$ cat src/rtl/ram_fifo_ctrl.sv
// Circular-buffer controller for the width-converting dual-port RAM.
// Level and pointers are counted in RAM units; push writes WR_IND units and pop frees RD_IND units.
module ram_fifo_ctrl #(
    parameter int RAM_DEPTH      = 64,
    parameter int RAM_ADDR_WIDTH = 6,
    parameter int WR_WIDTH       = 32,
    parameter int RD_WIDTH       = 16,
    parameter int WR_IND         = 4,
    parameter int RD_IND         = 2,
    parameter int AFULL_THR      = 56
) (
    input  logic                      clk,
    input  logic                      rst,
    input  logic                      clr,
    input  logic                      push,
    input  logic [WR_WIDTH-1:0]       push_data,
    input  logic                      pop,
    output logic [RD_WIDTH-1:0]       pop_data,
    output logic                      pop_valid,
    output logic                      full,
    output logic                      empty,
    output logic                      afull,
    output logic [RAM_ADDR_WIDTH:0]   level,
    output logic                      ovf,
    output logic                      udf,
    output logic                      ram_wr_en,
    output logic [RAM_ADDR_WIDTH-1:0] ram_wr_addr,
    output logic [WR_WIDTH-1:0]       ram_wr_data,
    output logic [RAM_ADDR_WIDTH-1:0] ram_rd_addr,
    input  logic [RD_WIDTH-1:0]       ram_rd_data
);

    localparam int LW = RAM_ADDR_WIDTH + 1;

    localparam logic [LW-1:0] WR_STEP   = LW'(WR_IND);
    localparam logic [LW-1:0] RD_STEP   = LW'(RD_IND);
    localparam logic [LW-1:0] FULL_LIM  = LW'(RAM_DEPTH - WR_IND);
    localparam logic [LW-1:0] AFULL_LIM = LW'(AFULL_THR);

    localparam logic [RAM_ADDR_WIDTH-1:0] WR_PSTEP = RAM_ADDR_WIDTH'(WR_IND);
    localparam logic [RAM_ADDR_WIDTH-1:0] RD_PSTEP = RAM_ADDR_WIDTH'(RD_IND);

    logic [RAM_ADDR_WIDTH-1:0] wr_ptr;
    logic [RAM_ADDR_WIDTH-1:0] rd_ptr;
    logic [LW-1:0]             level_q;
    logic [LW-1:0]             level_next;
    logic [LW-1:0]             level_seen;
    logic                      push_ok;
    logic                      pop_ok;

    always_comb begin
        push_ok    = push & ~full;
        pop_ok     = pop & ~empty;
        level_next = level_q + (push_ok ? WR_STEP : '0) - (pop_ok ? RD_STEP : '0);
        // Units pushed this cycle are still in flight to the RAM, so empty ignores them for one cycle.
        level_seen = level_next - (push_ok ? WR_STEP : '0);
    end

    always_ff @(posedge clk) begin
        if (rst || clr) begin
            wr_ptr      <= '0;
            rd_ptr      <= '0;
            level_q     <= '0;
            full        <= 1'b0;
            empty       <= 1'b1;
            afull       <= 1'b0;
            ovf         <= 1'b0;
            udf         <= 1'b0;
            pop_valid   <= 1'b0;
            ram_wr_en   <= 1'b0;
            ram_wr_addr <= '0;
            ram_wr_data <= '0;
        end else begin
            level_q   <= level_next;
            full      <= (level_next > FULL_LIM);
            empty     <= (level_seen < RD_STEP);
            afull     <= (level_next >= AFULL_LIM);
            ovf       <= push & full;
            udf       <= pop & empty;
            pop_valid <= pop_ok;
            ram_wr_en <= push_ok;
            if (push_ok) begin
                ram_wr_addr <= wr_ptr;
                ram_wr_data <= push_data;
                wr_ptr      <= wr_ptr + WR_PSTEP;
            end
            if (pop_ok) begin
                rd_ptr <= rd_ptr + RD_PSTEP;
            end
        end
    end

    assign level       = level_q;
    assign ram_rd_addr = rd_ptr;
    assign pop_data    = ram_rd_data;

endmodule

$ cat config.mk
export PLATFORM = sky130hd
export DESIGN_NAME = ram_fifo_ctrl
export DESIGN_NICKNAME = d
export VERILOG_FILES = /design/src/rtl/ram_fifo_ctrl.sv
export SDC_FILE = /design/constraint.sdc
export NUM_CORES = 1
export LEC_CHECK = 0
export ABC_AREA = 1
export ABC_CLOCK_PERIOD_IN_PS = 7200
export CAP_MARGIN = 30
export CORE_MARGIN = 10
export CORE_UTILIZATION = 43
export CTS_BUF_LIST = sky130_fd_sc_hd__clkbuf_16
export CTS_CLUSTER_DIAMETER = 80
export DETAILED_ROUTE_END_ITERATION = 7
export GPL_ROUTABILITY_DRIVEN = 0
export GPL_TIMING_DRIVEN = 0
export MAX_ROUTING_LAYER = met4
export PLACE_DENSITY = 0.83
export SYNTH_ARGS = -nofsm -noshare
export SYNTH_HDL_FRONTEND = slang
export SYNTH_SLANG_ARGS = --single-unit
$ cat constraint.sdc
create_clock -name clk -period 7.2 [get_ports clk]
set_input_delay 0.72 -clock clk [delete_from_list [all_inputs] [get_ports clk]]
set_output_delay 0.72 -clock clk [all_outputs]
set_load 0.01 [all_outputs]
==> results of run 1 <==
[worst reg2reg max path, delay by kind of cell, from the launching register on]
kind                       cells  cell delay (ns)
buffers and inverters          2             0.36
DFF                            1             0.34
adders and majority gates      4             1.39
and+or+nand+nor                7             0.65
[sequential cells by signal, summed over array words and instances, names as in the netlist]
| name | flops |
|---|---|
| afull | 1 |
| empty | 1 |
| full | 1 |
| level | 6 |
| ovf | 1 |
| pop_valid | 1 |
| ram_rd_addr | 5 |
| ram_wr_addr | 4 |
| ram_wr_data | 32 |
| ram_wr_en | 1 |
| udf | 1 |
| wr_ptr | 4 |
[worst paths after layout]
path / to / depth (start not counted)
max reg2reg: empty / 13
max: empty / 15
min: ram_rd_addr[5] / 1
min reg2reg: ram_rd_addr[5] / 1
[cell type report]
cell class                 instances  share of cell area, %
buffer                            32                   5.07
clock buffer                       9                   5.70
clock inverter                     7                   1.52
inverter                          31                   2.95
multi-input combinational        215                   26.2
sequential                        58                   29.4
tap                               72                   2.28
timing repair buffer             106                   26.9
[cells by family after synthesis]
kind of cell	Yosys count	synth area share [%]
simple gates	143	23.4
fa+ha+maj	11	5.80
flops	58	46.4
compound gates	56	11.2
other cells	1	0.150
buf+inv	63	12.7
xor+xnor	1	0.350
[cell usage in the layout, fill, tap and decap left out]
cell               n
nand2_1           34
nor2_4             2
nand4_1            2
nor3_1             3
buf_1              1
nor2_2             1
inv_2              1
dfxtp_1           58
clkdlybuf4s50_1  106
nor2_1            84
fa_1               1
nand3_1           16
o21ai_0           41
clkinv_1           2
clkinv_2           3
ha_1              10
clkbuf_1           7
xnor2_1            1
conb_1             4
a21oi_1           15
buf_2              4
nor4_1             1
buf_4             20
clkinvlp_4         1
inv_1             30
clkbuf_16          9
bufinv_16          1
[report_power, final]
part / internal, mW / switching (mW) / total [mW]
registers: 0.354 / 0.0193 / 0.374
logic: 0.165 / 0.210 / 0.375
clock network: 0.263 / 0.143 / 0.405
total: 0.782 / 0.372 / 1.15
[metrics by stage]
| step | area [um^2] | worst slack, ns | hold WS, ns | utilization (%) |
|---|---|---|---|---|
| 2_1_floorplan | 2510 | 4.34 | 0.443 | - |
| 3_3_place_gp | 3660 | 3.56 | 0.435 | 65.7 |
| 3_5_place_dp | 3660 | 3.50 | 0.440 | 65.7 |
| 4_1_cts | 3950 | 3.81 | 0.452 | 70.8 |
| 5_1_grt | 3950 | 3.65 | 0.491 | 70.8 |
| 6_report | 3950 | 3.82 | 0.451 | 70.8 |
[metal layers]
layer  GRT usage (%)  part of all wire [%]
met4            6.39                   1.6
met3            7.39                    11
met2            26.5                    48
met1            17.0                    39
met5               -                     0
==> run metrics, run 1 <==
sequential share of the synthesized area around 46%; share of cells above drive strength 1 under 10%; crit-path cells clkdlybuf4s50_1 -> inv_1 -> nor2_4 -> inv_2 -> buf_2 -> ha_1 -> fa_1 -> ha_1 -> ha_1 -> nand2_1 -> nor2_1 -> nand2_1 -> nor2_1 -> nand3_1 -> nand2_1; GRT overflow 0; total placed cells including tap cells 514; Initial Utilization 44.9%; Post-synth EDFFs 0; Lkg Pwr around 1.7 nW; Max clock buf depth 2; DIE AREA just over 9000 um^2; First-pass DRT Iterations 4; Max IR drop VDD around 0.00016 V; Yosys reg bits 58; largest net degree at the start of global routing 11; synthesis-to-finish area growth 57.9%; WL final 7470 um; Cell variety after synth 21; Reg clk slew, reported paths around 0.050 ns; CP top delay family adder cells; Critical Path Source Type input port; Pwr Density around 290 nW/um^2; Resized cells post-CTS 0; IO buf count approximately 110; Arr. time, crit path ~3.6 ns; FF/Latch Area 1160 um^2; Fillers around 460; HPWL after DPL about 5900 um; Worst Tran Pin Value 0.514 ns; Highest Clock Rate just under 300 MHz; post-CTS setup buffers 0; Slowest-stage cell, CP fa_1; vias in the first global route roughly 2,500; Wirelength per Cell 14.1 um; CTS Buf Count 9; CP Class in -> reg; Hold WC Path Type reg -> reg; WP buf/inv 4; CP Capture Type register; ANT nets after route 0; largest cells by area after synthesis dfxtp_1, nor2_1, o21ai_0, buf_4, nand2_1; CP required around 7.5 ns; CP max FO 10; clk sinks 58; multi-input logic area between 1000 and 1500 um^2; CTS H-Tree Depth 3; share of async-settable or async-resettable flops after synthesis 0%; clock root buffer clkbuf_16; number of remaining DRC errors 0; leading area contributor after synthesis dfxtp_1; Initial DRC Count 88; Max-Cap Viols 0; setup TNS 0 ns; min Tclk post-route about 3.4 ns; Skew-Pair Late Insertion Delay 0.32 ns; vias per cell ~4.7; Tcrit/Tclk final around 47%; all-layer global routing usage 16.3%; final hold vios 0; Antenna Cells 0; Setup crit start push; hold path startpoint ram_rd_addr[5]; synth warn 0; Final nets about 520; Post-synth top cells nor2_1, dfxtp_1, o21ai_0; ys flop type dfxtp_1; Vias roughly 2,500; final setup fails 0; max incr delay on CP roughly 0.53 ns; FP Rows 27; Ports ~130; total chip power 1.15 mW; non-filler cells, final 530; Post-Syn Instances 333; skew final 0.00429 ns; Rel. slew slack between 60 and 70%; most common cell in the netlist nor2_1; Slew Viols, Final 0; initial antenna violation count 0; Avg Synthesized Cell Area 7.51 um^2; synthesized cell area ~2500 um^2; Die Ht between 90 and 100 um; status completed; first-pass GRT wire length around 11,000 um; TritonCTS clock tree yes; R2R Setup Slk roughly 4.4 ns; hold bufs inserted after CTS 0; Reg-to-Reg Start full; RSZ-0062 raised after global routing no; core region area 5570 um^2; Die W a little under 100 um; share of the synthesized area in the top cell type between 40 and 50%
No activity file was read; power rests on OpenSTA's default activity.
==> inputs of run 2 (changes only) <==
ABC_CLOCK_PERIOD_IN_PS = 3300   (was 7200)
CORE_UTILIZATION = 40   (was 43)
PLACE_DENSITY = 0.77   (was 0.83)
clock period = 3.3 ns   (was 7.2 ns; I/O delays follow)
==> run 2 against run 1 <==
Final cell count grew 0.57%. Critical path type unchanged. Sequential share of layout area hardly changed. Critical endpoint unchanged. Worst hold slack got worse by 0.0058 ns. Design area increased by 0.13%.
==> run metrics, run 2 (same netlist as run 1, synthesis figures left out) <==
Ports 127 (unchanged); TritonCTS clock tree yes; first-pass GRT wire length 12,300 um (+6.7%); fin area 3950 um^2 (+0.13%); CP Class in -> reg; Reg-to-Reg Start full; Die W 99.1 um (+2.9%); Comb pwr share 32.6% (about the same); Antenna Cells 0 (unchanged); Psw 0.813 mW (+120%); hold path startpoint ram_rd_addr[5]; Setup crit start push; all-layer global routing usage 15.4% (-0.97 points); Lkg Pwr 1.73 nW (+0.35%); HPWL after DPL 5750 um (-2.6%); Slowest-stage cell, CP fa_1; switching share of power 32.2% (+0.036 points); final setup fails 0 (unchanged); R2R Setup Slk 0.51 ns (-3.89 ns); largest net degree at the start of global routing 11 (unchanged); Wirelength per Cell 13.9 um (-1.5%); Pwr Density 638 nW/um^2 (+120%); GRT overflow 0 (unchanged); CP Capture Type register; Reg-to-Reg End empty; core region area 5990 um^2 (+7.5%); commonest non-fill, non-tap cell in the layout clkdlybuf4s50_1; P_int 1.71 mW (+120%); Initial DRC Count 71 (-19%); status completed; min Tclk post-route around 3 ns; vias per cell 4.59 (-2.1%); initial antenna violation count 0 (unchanged); First-pass DRT Iterations 4 (unchanged); Reg clk slew, reported paths 0.05 ns (about the same); vias in the first global route 2,564 (+2.7%); Worst Reg-to-Reg Cells 13 (unchanged); clock root buffer clkbuf_16; synthesis-to-finish area growth 58.1%; Tcrit/Tclk final between 90% and 100%; Vias 2,449 (-1.5%); max FFs per register 32 (unchanged); final hold vios 0 (unchanged); number of remaining DRC errors 0 (unchanged); post-CTS setup buffers 0 (unchanged); CTS Buf Count 9 (unchanged); WHS 0.445 ns (-0.00584 ns); Skew-Pair Late Insertion Delay 0.31 ns (about the same); CP Depth 15 (unchanged); Critical Path Source Type input port; Die Ht 99.1 um (+2.9%); Resized cells post-CTS 0 (unchanged); WP buf/inv 4 (unchanged); clk sinks 58 (unchanged); crit-path cells clkdlybuf4s50_1 -> inv_1 -> nor2_4 -> inv_2 -> buf_2 -> ha_1 -> fa_1 -> ha_1 -> ha_1 -> nand2_1 -> nor2_1 -> nand2_1 -> nor2_1 -> nand3_1 -> nand2_1; hold bufs inserted after CTS 0 (unchanged); WL final 7400 um (-0.94%); placed cell area 3670 um^2 (+0.10%); CP endpoint empty; Max IR drop VDD 0.000403 V (+150%); Final nets 517 (unchanged); Highest Clock Rate around 330 MHz; share of cells above drive strength 1 9.39% (+0.22 points); Max-Cap Viols 0 (unchanged); IO buf count 106 (unchanged); CTS H-Tree Depth 3 (unchanged); commonest non-fill, non-tap cells in the layout clkdlybuf4s50_1, nor2_1, dfxtp_1; ANT nets after route 0 (unchanged); Hold WC Path Type reg -> reg; CP top delay family adder cells; CP required 3.55 ns (-3.91 ns); Arr. time, crit path 3.25 ns (-0.39 ns); RSZ-0062 raised after global routing no; Initial Utilization 41.8% (-3.1 points); clock share of power 35.2% (about the same); Top reg by flops ram_wr_data; skew final 0.00548 ns (+0.00118 ns); max incr delay on CP 0.53 ns (about the same); Slew Viols, Final 0 (unchanged); DIE AREA 9820 um^2 (+5.9%); sequential power share 32.2% (-0.2 points); FP Rows 28 (+3.7%); Max clock buf depth 2 (unchanged); CP max FO 10 (unchanged); setup TNS 0 ns (unchanged)
-- run 2: layout make-up --
type,instances,area (um^2)
timing repair buffer,106,1060
buffer,32,200
tap,75,93.8
clock inverter,7,61.3
sequential,58,1160
clock buffer,9,225
fill,497,2040
inverter,31,116
multi-input combinational,215,1030
-- run 2: worst min path at each step --
stage	end	slack, ns	depth (start not counted)
after floorplan	ram_wr_addr[5]	0.44	2
after global placement	ram_rd_addr[5]	0.44	1
after detailed placement	ram_rd_addr[5]	0.44	1
after CTS	ram_rd_addr[5]	0.45	1
after global routing	ram_wr_addr[2]	0.47	2
final	ram_rd_addr[5]	0.44	1
-- run 2: worst reg2reg max path, stage by stage, from the launching register on --
cell,delay [ns]
dfxtp_1,0.34
nor2_4,0.23
inv_2,0.14
buf_2,0.22
ha_1,0.34
fa_1,0.53
ha_1,0.25
ha_1,0.28
nand2_1,0.05
nor2_1,0.07
nand2_1,0.06
nor2_1,0.09
nand3_1,0.08
nand2_1,0.06
-- run 2: routing by layer --
| layer | vias to the layer above | global-route usage (%) | routed length (um) |
|---|---|---|---|
| met1 | 1072 | 17.3 | 3120 |
| li1 | 1277 | - | - |
| met5 | - | - | 0 |
| met2 | 96 | 25.2 | 3570 |
| met4 | 0 | 3.31 | 21 |
| met3 | 4 | 6.01 | 684 |
-- run 2: metrics by stage --
| step | cells | worst slack (ns) | utilization [%] | total power, mW |
|---|---|---|---|---|
| 2_1_floorplan | 336 | 0.808 | - | 1.33 |
| 3_3_place_gp | 517 | 0.0378 | 61.2 | 1.63 |
| 3_5_place_dp | 517 | -0.00163 | 61.2 | 1.64 |
| 4_1_cts | 533 | 0.293 | 66.0 | 2.53 |
| 5_1_grt | 533 | 0.134 | 66.0 | 2.69 |
| 6_report | 533 | 0.304 | 66.0 | 2.52 |
-- run 2: power groups by stage --
stage               logic (mW)  registers (mW)  clock network (mW)
detailed placement       0.818           0.827                   0
finish                   0.822           0.813               0.888
floorplan                0.469           0.857                   0
CTS                      0.826           0.814               0.894
global placement         0.801           0.824                   0
global route             0.935           0.821               0.932
==> inputs of run 3 (changes only) <==
ABC_CLOCK_PERIOD_IN_PS = 3000   (was 3300)
clock period = 3 ns   (was 3.3 ns; I/O delays follow)
==> run 3 against run 2 <==
Total power up 11%. Combinational power up 12%. Via count up 1.7%. Sequential share of layout area down 0.20 points. Utilization up 0.46 points. Clock skew about the same. Clock-buffer cell count unchanged. Register-to-register slack worse by 0.11 ns. Global-route usage unchanged. Setup slack worse by 0.075 ns. Non-clock buffer count up 3. Clock power up 9.5%. Critical endpoint unchanged.
==> run metrics, run 3 (same netlist as run 1, synthesis figures left out) <==
Wirelength per Cell 13.9 um (+0.14%); Rel. slew slack between 60% and 70%; first-pass GRT wire length 12,300 um (unchanged); TritonCTS clock tree yes; crit-path cells clkdlybuf4s50_1 -> inv_1 -> nor2_4 -> inv_2 -> ha_1 -> fa_1 -> ha_1 -> ha_1 -> nand2_1 -> nor2_1 -> nand2_1 -> nor2_1 -> nand3_1 -> nand2_1; commonest non-fill, non-tap cells in the layout clkdlybuf4s50_1, nor2_1, dfxtp_1; Max clock buf depth 2 (unchanged); clk sinks 58 (unchanged); final hold vios 0 (unchanged); Vias 2,490 (+1.7%); Antenna Cells 0 (unchanged); CTS Buf Count 9 (unchanged); status completed; Arr. time, crit path 3.02 ns (-0.23 ns); Worst Tran Pin Value between 0.5 and 0.6 ns; all-layer global routing usage 15.4% (unchanged); synthesis-to-finish area growth 59.2%; WHS 0.446 ns (+0.00123 ns); Die W 99.1 um (unchanged); IO buf count 106 (unchanged); Die Ht 99.1 um (unchanged); CP Class in -> reg; Worst Reg-to-Reg Cells 13 (unchanged); Max IR drop VDD 0.000439 V (+9.0%); Worst Hold Depth 1 (unchanged); Fillers 491 (-1.2%); Initial Utilization 41.8% (unchanged); FP Rows 28 (unchanged); Lkg Pwr 1.75 nW (+0.88%); WL final 7460 um (+0.70%); CP Capture Type register; ANT nets after route 0 (unchanged); Reg-to-Reg End empty; Reg-to-Reg Start empty; GRT overflow 0 (unchanged); number of remaining DRC errors 0 (unchanged); Ports 127 (unchanged); CP required 3.25 ns (-0.30 ns); Pwr Density 701 nW/um^2 (+9.9%); DIE AREA 9820 um^2 (unchanged); Critical Path Source Type input port; total chip power 2.79 mW (+11%); Reg clk slew, reported paths 0.05 ns (about the same); sequential power share 32.1% (about the same); total placed cells including tap cells 517 (unchanged); Max-Cap Viols 0 (unchanged); R2R Setup Slk 0.40 ns (-0.11 ns); Comb pwr share 33.1% (+0.5 points); Initial DRC Count 94 (+32%); non-filler cells, final 536 (+0.56%); vias per cell 4.65 (+1.1%); CP max FO 19 (+9); Hold Path Sink ram_rd_addr[5]; Slew Viols, Final 0 (unchanged); max FFs per register 32 (unchanged); switching share of power 32.1% (-0.099 points); Tcrit/Tclk final a little over 90%; hold path startpoint ram_rd_addr[5]; core region area 5990 um^2 (unchanged); Hold WC Path Type reg -> reg; Psw 0.897 mW (+10%); final setup fails 0 (unchanged); Slowest-stage cell, CP fa_1; Top reg by flops ram_wr_data; vias in the first global route 2,564 (unchanged); share of cells above drive strength 1 10.2% (+0.81 points); largest net degree at the start of global routing 11 (unchanged); max incr delay on CP 0.53 ns (about the same); Skew-Pair Late Insertion Delay 0.31 ns (about the same); hold bufs inserted after CTS 0 (unchanged); clock share of power 34.8% (-0.4 points); Final nets 520 (+0.58%); Highest Clock Rate 361 MHz; First-pass DRT Iterations 4 (unchanged); P_int 1.89 mW (+11%); commonest non-fill, non-tap cell in the layout clkdlybuf4s50_1; initial antenna violation count 0 (unchanged); RSZ-0062 raised after global routing no; skew final 0.00594 ns (+0.000467 ns); CTS H-Tree Depth 3 (unchanged); clock root buffer clkbuf_16; min Tclk post-route between 2 and 3 ns; HPWL after DPL 5750 um (unchanged)
run 3: power groups by stage:
stage	clock network [mW]	logic, mW	registers, mW
global placement	0	0.881	0.906
floorplan	0	0.516	0.942
global route	1.03	1.05	0.904
detailed placement	0	0.899	0.909
finish	0.972	0.924	0.895
CTS	0.984	0.909	0.895
run 3: layout make-up:
cell class	instances	area [um^2]	share of cell area [%]
Inverter	31	116	2.92
Timing Repair Buffer	110	1090	27.4
Clock inverter	7	61.3	1.54
Buffer	31	195	4.90
Clock buffer	9	225	5.66
Multi-Input combinational cell	215	1040	26.1
Tap cell	75	93.8	2.36
Sequential cell	58	1160	29.2
run 3: metrics by stage:
step / utilization [%] / setup TNS (ns) / worst slack [ns] / area [um^2]
5_1_grt: 66.5 / 0 / 0.0529 / 3980
3_3_place_gp: 61.2 / -0.232 / -0.232 / 3670
6_report: 66.5 / 0 / 0.229 / 3980
2_1_floorplan: - / 0 / 0.508 / 2510
4_1_cts: 66.0 / 0 / 0.0231 / 3950
3_5_place_dp: 61.2 / -0.349 / -0.272 / 3670
run 3: per-layer routing:
metal / global-route usage [%] / share of wire (%)
met5: - / 0
met4: 3.31 / 0.27
met3: 6.01 / 8.8
met2: 25.2 / 49
met1: 17.3 / 42
run 3: timing repair:
item | 4_1_cts | 5_1_grt
gates resized for setup | 0 | 1
endpoints found under the setup margin | 0 | 2
setup buffers | 0 | 4
run 3: worst max path at each step:
stage                     from     to  slack, ns  cells past startpoint
after CTS                 push  empty       0.02                     15
after floorplan           full  empty       0.51                     13
after global routing       pop  empty       0.05                     15
after detailed placement  push  empty      -0.27                     15
after global placement    push  empty      -0.23                     15
final                     push  empty       0.23                     14
run 3: critical path: cells and delay by family:
| kind | cells | cell delay (ns) |
|---|---|---|
| adder cells (fa/ha/maj) | 4 | 1.42 |
| buffers and inverters | 3 | 0.75 |
| AND/OR/NAND/NOR | 7 | 0.55 |
